[config.mk]
export PLATFORM = sky130hd
export DESIGN_NAME = pico_irq_ctrl
export DESIGN_NICKNAME = d
export VERILOG_FILES = /design/src/rtl/pico_irq_pkg.sv /design/src/rtl/pico_irq_sel.sv /design/src/rtl/pico_irq_ctrl.sv
export SDC_FILE = /design/constraint.sdc
export NUM_CORES = 1
export LEC_CHECK = 0
export CAP_MARGIN = 20
export CELL_PAD_IN_SITES_DETAIL_PLACEMENT = 0
export CELL_PAD_IN_SITES_GLOBAL_PLACEMENT = 1
export CORE_MARGIN = 1.5
export CORE_UTILIZATION = 29
export DETAILED_ROUTE_END_ITERATION = 16
export PLACE_DENSITY_LB_ADDON = 0.12
export SLEW_MARGIN = 30
export SYNTH_ARGS = -nofsm -noshare
export SYNTH_HDL_FRONTEND = slang
export SYNTH_SLANG_ARGS = --single-unit
[constraint.sdc]
create_clock -name clk -period 1.7 [get_ports clk]
set_clock_uncertainty 0.15 [all_clocks]
set_input_delay 0.34 -clock clk [delete_from_list [all_inputs] [get_ports clk]]
set_output_delay 0.34 -clock clk [all_outputs]
set_load 0.01 [all_outputs]
[src/rtl/pico_irq_pkg.sv]
// Shared types and sizing helpers for the pico interrupt controller.
// PICO_IRQ_RR_EN (optional define) switches the selector to round-robin.
package pico_irq_pkg;

    typedef enum logic [1:0] {
        IDLE    = 2'd0,
        ASSERT  = 2'd1,
        SERVICE = 2'd2
    } irq_state_t;

    // Width of a source index; a single source still needs one bit.
    function automatic int vec_w(input int irq_cnt);
        return (irq_cnt > 1) ? $clog2(irq_cnt) : 1;
    endfunction

    // The vector register flags a valid request in its top bit.
    function automatic int valid_bit(input int io_width);
        return io_width - 1;
    endfunction

endpackage

[src/rtl/pico_irq_sel.sv]
// Combinational request selector: lowest index wins, or with PICO_IRQ_RR_EN
// the search starts at rr_ptr and wraps.
module pico_irq_sel
    import pico_irq_pkg::*;
#(
    parameter int IRQ_CNT = 8,
    parameter int VEC_W   = vec_w(IRQ_CNT)
) (
    input  logic [IRQ_CNT-1:0] req,
`ifdef PICO_IRQ_RR_EN
    input  logic [VEC_W-1:0]   rr_ptr,
`endif
    output logic               found,
    output logic [VEC_W-1:0]   idx
);

    // Scan from the far end so the last hit written is the winner.
    always_comb begin
        found = 1'b0;
        idx   = '0;
        for (int i = IRQ_CNT - 1; i >= 0; i--) begin
`ifdef PICO_IRQ_RR_EN
            int j;
            j = (int'(rr_ptr) + i) % IRQ_CNT;
`else
            int j;
            j = i;
`endif
            if (req[j[VEC_W-1:0]]) begin
                found = 1'b1;
                idx   = j[VEC_W-1:0];
            end
        end
    end

endmodule

[src/rtl/pico_irq_ctrl.sv]
// Edge-triggered interrupt controller for the pico_wrapper interrupt/ack pair.
// Optional define PICO_IRQ_RR_EN selects round-robin arbitration.
module pico_irq_ctrl
    import pico_irq_pkg::*;
#(
    parameter int IRQ_CNT       = 8,
    parameter int PICO_IO_WIDTH = 8
) (
    input  logic                     clk,
    input  logic                     rst,
    input  logic [IRQ_CNT-1:0]       irq_src,
    input  logic [PICO_IO_WIDTH-1:0] cfg_wdata,
    input  logic                     mask_we,
    input  logic                     clr_we,
    input  logic                     eoi_we,
    output logic                     interrupt,
    input  logic                     interrupt_ack,
    output logic [PICO_IO_WIDTH-1:0] irq_vector,
    output logic [PICO_IO_WIDTH-1:0] irq_pending,
    output logic [PICO_IO_WIDTH-1:0] irq_mask
);

    localparam int VEC_W     = vec_w(IRQ_CNT);
    localparam int VALID_BIT = valid_bit(PICO_IO_WIDTH);

    irq_state_t                 state_reg;
    logic [IRQ_CNT-1:0]         prev_src_reg;
    logic [IRQ_CNT-1:0]         pending_reg, pending_next;
    logic [IRQ_CNT-1:0]         mask_reg;
    logic [VEC_W-1:0]           idx_reg;
    logic                       interrupt_reg;
    logic [PICO_IO_WIDTH-1:0]   irq_vector_reg, vector_next;
    logic [IRQ_CNT-1:0]         src_edge;
    logic                       ack_take;
    logic                       sel_found;
    logic [VEC_W-1:0]           sel_idx;
    logic                       unused_cfg;

    assign src_edge   = irq_src & ~prev_src_reg;
    assign ack_take   = (state_reg == ASSERT) && interrupt_ack;
    assign unused_cfg = &{1'b0, cfg_wdata};

    // A fresh edge outranks both the ack clear and the firmware clear.
    genvar gi;
    generate
        for (gi = 0; gi < IRQ_CNT; gi++) begin : g_pend
            assign pending_next[gi] = src_edge[gi]
                | (pending_reg[gi]
                   & ~(clr_we & cfg_wdata[gi])
                   & ~(ack_take & (idx_reg == VEC_W'(gi))));
        end
    endgenerate

`ifdef PICO_IRQ_RR_EN
    logic [VEC_W-1:0] rr_ptr_reg;

    always_ff @(posedge clk) begin
        if (rst) begin
            rr_ptr_reg <= '0;
        end else if (ack_take) begin
            rr_ptr_reg <= (idx_reg == VEC_W'(IRQ_CNT - 1)) ? '0 : idx_reg + 1'b1;
        end
    end

    pico_irq_sel #(.IRQ_CNT(IRQ_CNT), .VEC_W(VEC_W)) u_sel (
        .req    (pending_reg & mask_reg),
        .rr_ptr (rr_ptr_reg),
        .found  (sel_found),
        .idx    (sel_idx)
    );
`else
    pico_irq_sel #(.IRQ_CNT(IRQ_CNT), .VEC_W(VEC_W)) u_sel (
        .req    (pending_reg & mask_reg),
        .found  (sel_found),
        .idx    (sel_idx)
    );
`endif

    always_comb begin
        vector_next            = PICO_IO_WIDTH'(sel_idx);
        vector_next[VALID_BIT] = 1'b1;
    end

    always_ff @(posedge clk) begin
        if (rst) begin
            prev_src_reg <= '0;
            pending_reg  <= '0;
            mask_reg     <= '0;
        end else begin
            prev_src_reg <= irq_src;
            pending_reg  <= pending_next;
            if (mask_we) begin
                mask_reg <= cfg_wdata[IRQ_CNT-1:0];
            end
        end
    end

    // idx_reg is frozen from selection until EOI so later pending/mask
    // traffic cannot retarget the request being serviced.
    always_ff @(posedge clk) begin
        if (rst) begin
            state_reg      <= IDLE;
            interrupt_reg  <= 1'b0;
            irq_vector_reg <= '0;
            idx_reg        <= '0;
        end else begin
            case (state_reg)
                IDLE: begin
                    if (sel_found) begin
                        state_reg      <= ASSERT;
                        interrupt_reg  <= 1'b1;
                        idx_reg        <= sel_idx;
                        irq_vector_reg <= vector_next;
                    end
                end
                ASSERT: begin
                    if (interrupt_ack) begin
                        state_reg     <= SERVICE;
                        interrupt_reg <= 1'b0;
                    end
                end
                SERVICE: begin
                    if (eoi_we) begin
                        state_reg      <= IDLE;
                        irq_vector_reg <= '0;
                    end
                end
                default: state_reg <= IDLE;
            endcase
        end
    end

    assign interrupt   = interrupt_reg;
    assign irq_vector  = irq_vector_reg;
    assign irq_pending = PICO_IO_WIDTH'(pending_reg);
    assign irq_mask    = PICO_IO_WIDTH'(mask_reg);

endmodule

[Word-level counts from Yosys, hierarchy flattened]
Cells that the tools add are included.
Word-level totals
  input bits: 22
  output and inout port bits: 25
  register bits: 38
  logic and storage cells: 113
Cells by class
  muxes and demuxes: 26
  reduce and logical (&&, ||, !) cells: 9
  equal/unequal tests: 12
  bitwise gates (word level): 59
Operators by type and width (count)
  bitwise AND 1 bit: 32
  2-to-1 mux 3 bit: 8
  bitwise AND 8 bit: 2
  2-to-1 mux 8 bit: 2
  inverter 1 bit: 16
  case mux 8 bit (2 select lines): 1
  equality test 3 bit (second input constant): 4
  2-to-1 mux 1 bit: 10
  AND reduction 3 bit: 3
  inverter 8 bit: 1
  OR 1 bit: 8
  equality test 3 x 2 -> 1 bit (second input constant): 2
  2-to-1 mux 2 bit: 3
  != test 2 bit (second input constant): 3
  case mux 2 bit (3 select lines): 1
  nonzero test 2 bit: 2
  equality test 3 x 1 -> 1 bit (second input constant): 1
  logical NOT 3 bit: 1
  equality test 2 x 1 -> 1 bit (second input constant): 1
  equality test 2 bit (second input constant): 1
  logical NOT 2 bit: 1
  case mux 1 bit (2 select lines): 1
  AND reduction 2 bit: 1
  logical AND 1 bit: 1

[Depth between registers and ports, before layout]
  depth in word-level cells: 11
  mapped depth: 5
  depth with buffers taken out: 5

[Modules after synthesis]
From an unflattened synthesis, not the netlist that was laid out.
Unflattened totals
  cells, all modules: 163
  area, all modules: 1452.6 um^2
Modules (own cells, without submodules)
  pico_irq_ctrl: instances 1, sequential area each 680.7 um^2, area each 1372.6 um^2, cells each 150
  pico_irq_sel: instances 1, sequential area each 0.0 um^2, area each 80.1 um^2, cells each 13

[Least setup slack after synthesis]
Ideal clock, no wire load.
  kind: register to register
  from: reg pending_reg[5] (netlist: irq_pending[5])
  to: reg idx_reg[0]
  data required time: 1.418 ns
  stages on the path, launching flop included: 6
  setup time: 0.132 ns
  clock period less this slack: 1.436 ns
  buffers on the path: 0
  setup slack: 0.264 ns
  arrival: 1.154 ns
  cell sequence: dfxtp_1 -> a22o_1 -> nand2b_4 -> o21ai_4 -> o21bai_2 -> a21oi_1
Between the ends
  cells in the longest elaborated chain, start to end: 8
  elaborated cells on any way between the ends: 14
  those cells by class: mux (12); bitwise (1); reduce/logical (1)
Ends and longest elaborated chain
  from (decl): line pico_irq_ctrl.sv:28  | logic [IRQ_CNT-1:0] pending_reg, pending_next;
  from (signal assigned): line pico_irq_ctrl.sv:91  | pending_reg <= pending_next;
  bitwise AND 8 bit *: line pico_irq_ctrl.sv:73  | .req (pending_reg & mask_reg),
  2-to-1 mux 1 bit (6 in a row): line pico_irq_sel.sv:29  | if (req[j[VEC_W-1:0]]) begin
  AND reduction 2 bit (no source line)
  to (signal assigned): line pico_irq_ctrl.sv:112  | idx_reg <= sel_idx;
  to (decl): line pico_irq_ctrl.sv:30  | logic [VEC_W-1:0] idx_reg;
Every way passes the cells marked *; elsewhere a longest branch is shown, timed or not.
A chain may end at the register's enable or synchronous reset.

[Worst setup path in the final report]
  from: reg irq_vector_reg[1] (netlist: irq_vector[1])
  to: out irq_vector[1]
RTL lines
  from (decl): line pico_irq_ctrl.sv:32  | logic [PICO_IO_WIDTH-1:0] irq_vector_reg, vector_next;
  from (signal assigned): line pico_irq_ctrl.sv:113  | irq_vector_reg <= vector_next;
  to (decl): line pico_irq_ctrl.sv:18  | output logic [PICO_IO_WIDTH-1:0] irq_vector,
No word-level cell between the ends.

==> impl_metrics.yaml <==
detailed_routing:
  vias: 1222
  via_per_inst: 4.58
  drc: 0
  dr.pass1.iters: 4
  detail_route.iter0.violations: 51
  wl_um: 3460
  ant_nets: 0
  wl_per_cell_um: 13.0
clocking:
  clkTransAtPathRegs_ns: 0.06
  cts_tree: "built"
  clockRootBuffer: "clkbuf_8"
  numCtsBuffers: 5
  cts_resized: 24
  postCtsSetupRepairBufs: 0
  htreeDepth: 2
  cts.sinks: 34
  holdBufCountCts: 0
  clk_latency_ns: 0.28
  clockBufferDepth: 2
global_routing:
  use_met2: 0.220
  grt_pass1_wl_um: 5750
  overflow: 0
  grt_pass1_vias: 1172
  use_met3: 0.0539
  grt.total_usage: 0.142
  antenna_found_initial: 0
  grt_most_used_layer: "met2"
  grt_max_degree: 14
  grt_use_met1: 0.182
hold_path:
  hp-class: "reg -> reg"
  min_path_cells: 1
  hold_end: "irq_pending[7]"
  hold_start: "prev_src_reg[7]"
yosys:
  synth_seq_area_share: 0.476
  yosysWarnings: 0
  yosysMostFrequentCell: "dfxtp_1"
  synth_area_leaders: "dfxtp_1 48%, mux2i_1 5.6%, nand2_1 5.5%"
  syn-instance-count: 153
  synth.top_cell.area_share: 0.476
  synthesis.area_um2: 1430
  synthArstFlopShare: 0
  ys.flop_type: "dfxtp_1"
  synth_commonest_cells: "34 x dfxtp_1, 21 x nand2_1, 12 x nor2_1"
  synth-seq-cells: 34
  yosys.cell_types.count: 34
  synth-edff-count: 0
  synth_top_cell_by_area: "dfxtp_1"
  synth.avg_cell_area_um2: 9.34
worst_setup_path:
  r2r-end: "irq_vector[0]"
  cp-end-kind: "output port"
  ff2ff_setup_slack_ns: 0.13
  crit_family: "buffers and inverters"
  crit_type: "reg -> out"
  r2r_start: "irq_pending[5]"
  arrival_ns: 1.14
  critical_path.max_stage_delay_ns: 0.54
  crit_fanout: 2
  critical_path.slowest_cell: "clkdlybuf4s50_1"
  reg2reg_depth: 5
  worst_setup_path_start_kind: "flip-flop"
  path_cells: "clkdlybuf4s50_1"
  cp.buffers_inverters: 1
  crit_start: "irq_vector[1]"
  cp.required_ns: 1.21
cells_and_area:
  multi_input_area_um2: 687
  drive_gt1_frac: 0.150
  fin_nets: 221
  final_area_um2: 2040
  area_delta_synth_final_pct: 42.6
  regArea_um2: 692
  layout.cells.non_filler: 267
  nFillCells: 461
  n_antenna_cell: 0
pwr:
  power_frac_comb: 0.164
  p_clk_frac: 0.355
  p_seq_frac: 0.481
  ir_drop_v: 0.000381
  power_density_nw_per_um2: 940
  p_int_w: 0.00144
  switching_share: 0.247
  power.net_switching_w: 0.000474
  cellLeakagePower_nw: 0.894
floorplanning:
  start_util: 0.303
  io-pin-count: 47
  die_w_um: 73.2
  dieArea_um2: 5360
  core_um2: 4720
  fp-row-count: 25
  die_h_um: 73.2
placement:
  portBuffers: 42
  globalplace.congestion: 0.745
  place_area_um2: 1930
  dp.final_hpwl_um: 2670
  place_inst: 259
run_status:
  status: "finished, final reports clean"
timing:
  hold_violations: 0
  fmax_ghz: 0.613
  setup_viol: 0
  rsz0062_at_grt: "no"
  maxSlewViolCount: 0
  final.period_utilization: 0.960
  tns_ns: 0
  min_period_ns: 1.63
job:
  maxCapViolations: 0
## kinds of logic after synthesis
family / after synthesis / share of synthesized area
mux: 8 / 0.0560
flops: 34 / 0.476
other cells: 1 / 0.00262
simple gates: 64 / 0.229
buf+inv: 15 / 0.0508
compound gates: 31 / 0.186
## metal layers
layer  part of all wire  vias up
met2               0.47       44
met3              0.062        2
li1                   -      613
met4             0.0078        0
met1               0.46      563
met5                  0        -
## cells in the final DEF, fill, tap and decap left out, types with 3 or more instances in the layout
cell type / n
o2bb2ai_1: 3
conb_1: 4
clkdlybuf4s50_1: 26
nand3_1: 8
dfxtp_1: 25
a21oi_1: 11
nand3b_1: 4
nand2_1: 21
nor2_1: 12
buf_4: 3
dlygate4sd2_1: 15
inv_1: 4
mux2i_1: 8
dfxtp_2: 9
clkbuf_8: 8
a41o_1: 3
nor2b_1: 11
## power groups by stage
stage                     sequential [W]  clock (W)  combinational (W)
after CTS                       0.000923   0.000703           0.000318
final                           0.000922   0.000680           0.000315
after global placement          0.000936          0           0.000333
after global routing            0.000932   0.000745           0.000343
after detailed placement        0.000938          0           0.000335
after floorplan                 0.000941          0           0.000155
## metrics by stage
stage | total power (W) | util | hold slack, ns | setup WS, ns
detailed placement | 0.00127 | 0.409 | 0.265 | -0.162
finish | 0.00192 | 0.432 | 0.269 | 0.0674
global route | 0.00202 | 0.432 | 0.281 | 0.00371
CTS | 0.00194 | 0.431 | 0.267 | 0.00168
global placement | 0.00127 | 0.409 | 0.257 | -0.114
floorplan | 0.00110 | - | 0.249 | 0.264
## how the worst max path moves through the flow
stage	endpoint	depth (start not counted)
floorplan	idx_reg[0]	5
global placement	irq_pending[3]	5
detailed placement	irq_pending[3]	5
CTS	irq_mask[2]	1
global route	irq_vector[1]	1
finish	irq_vector[1]	1
## layout make-up
type | count | area share
Sequential cell | 34 | 0.339
Multi-Input combinational cell | 107 | 0.337
Timing Repair Buffer | 46 | 0.219
Clock buffer | 8 | 0.0540
Tap cell | 67 | 0.0411
Inverter | 5 | 0.00921
Note: power is estimated with default switching activity, not from simulation.
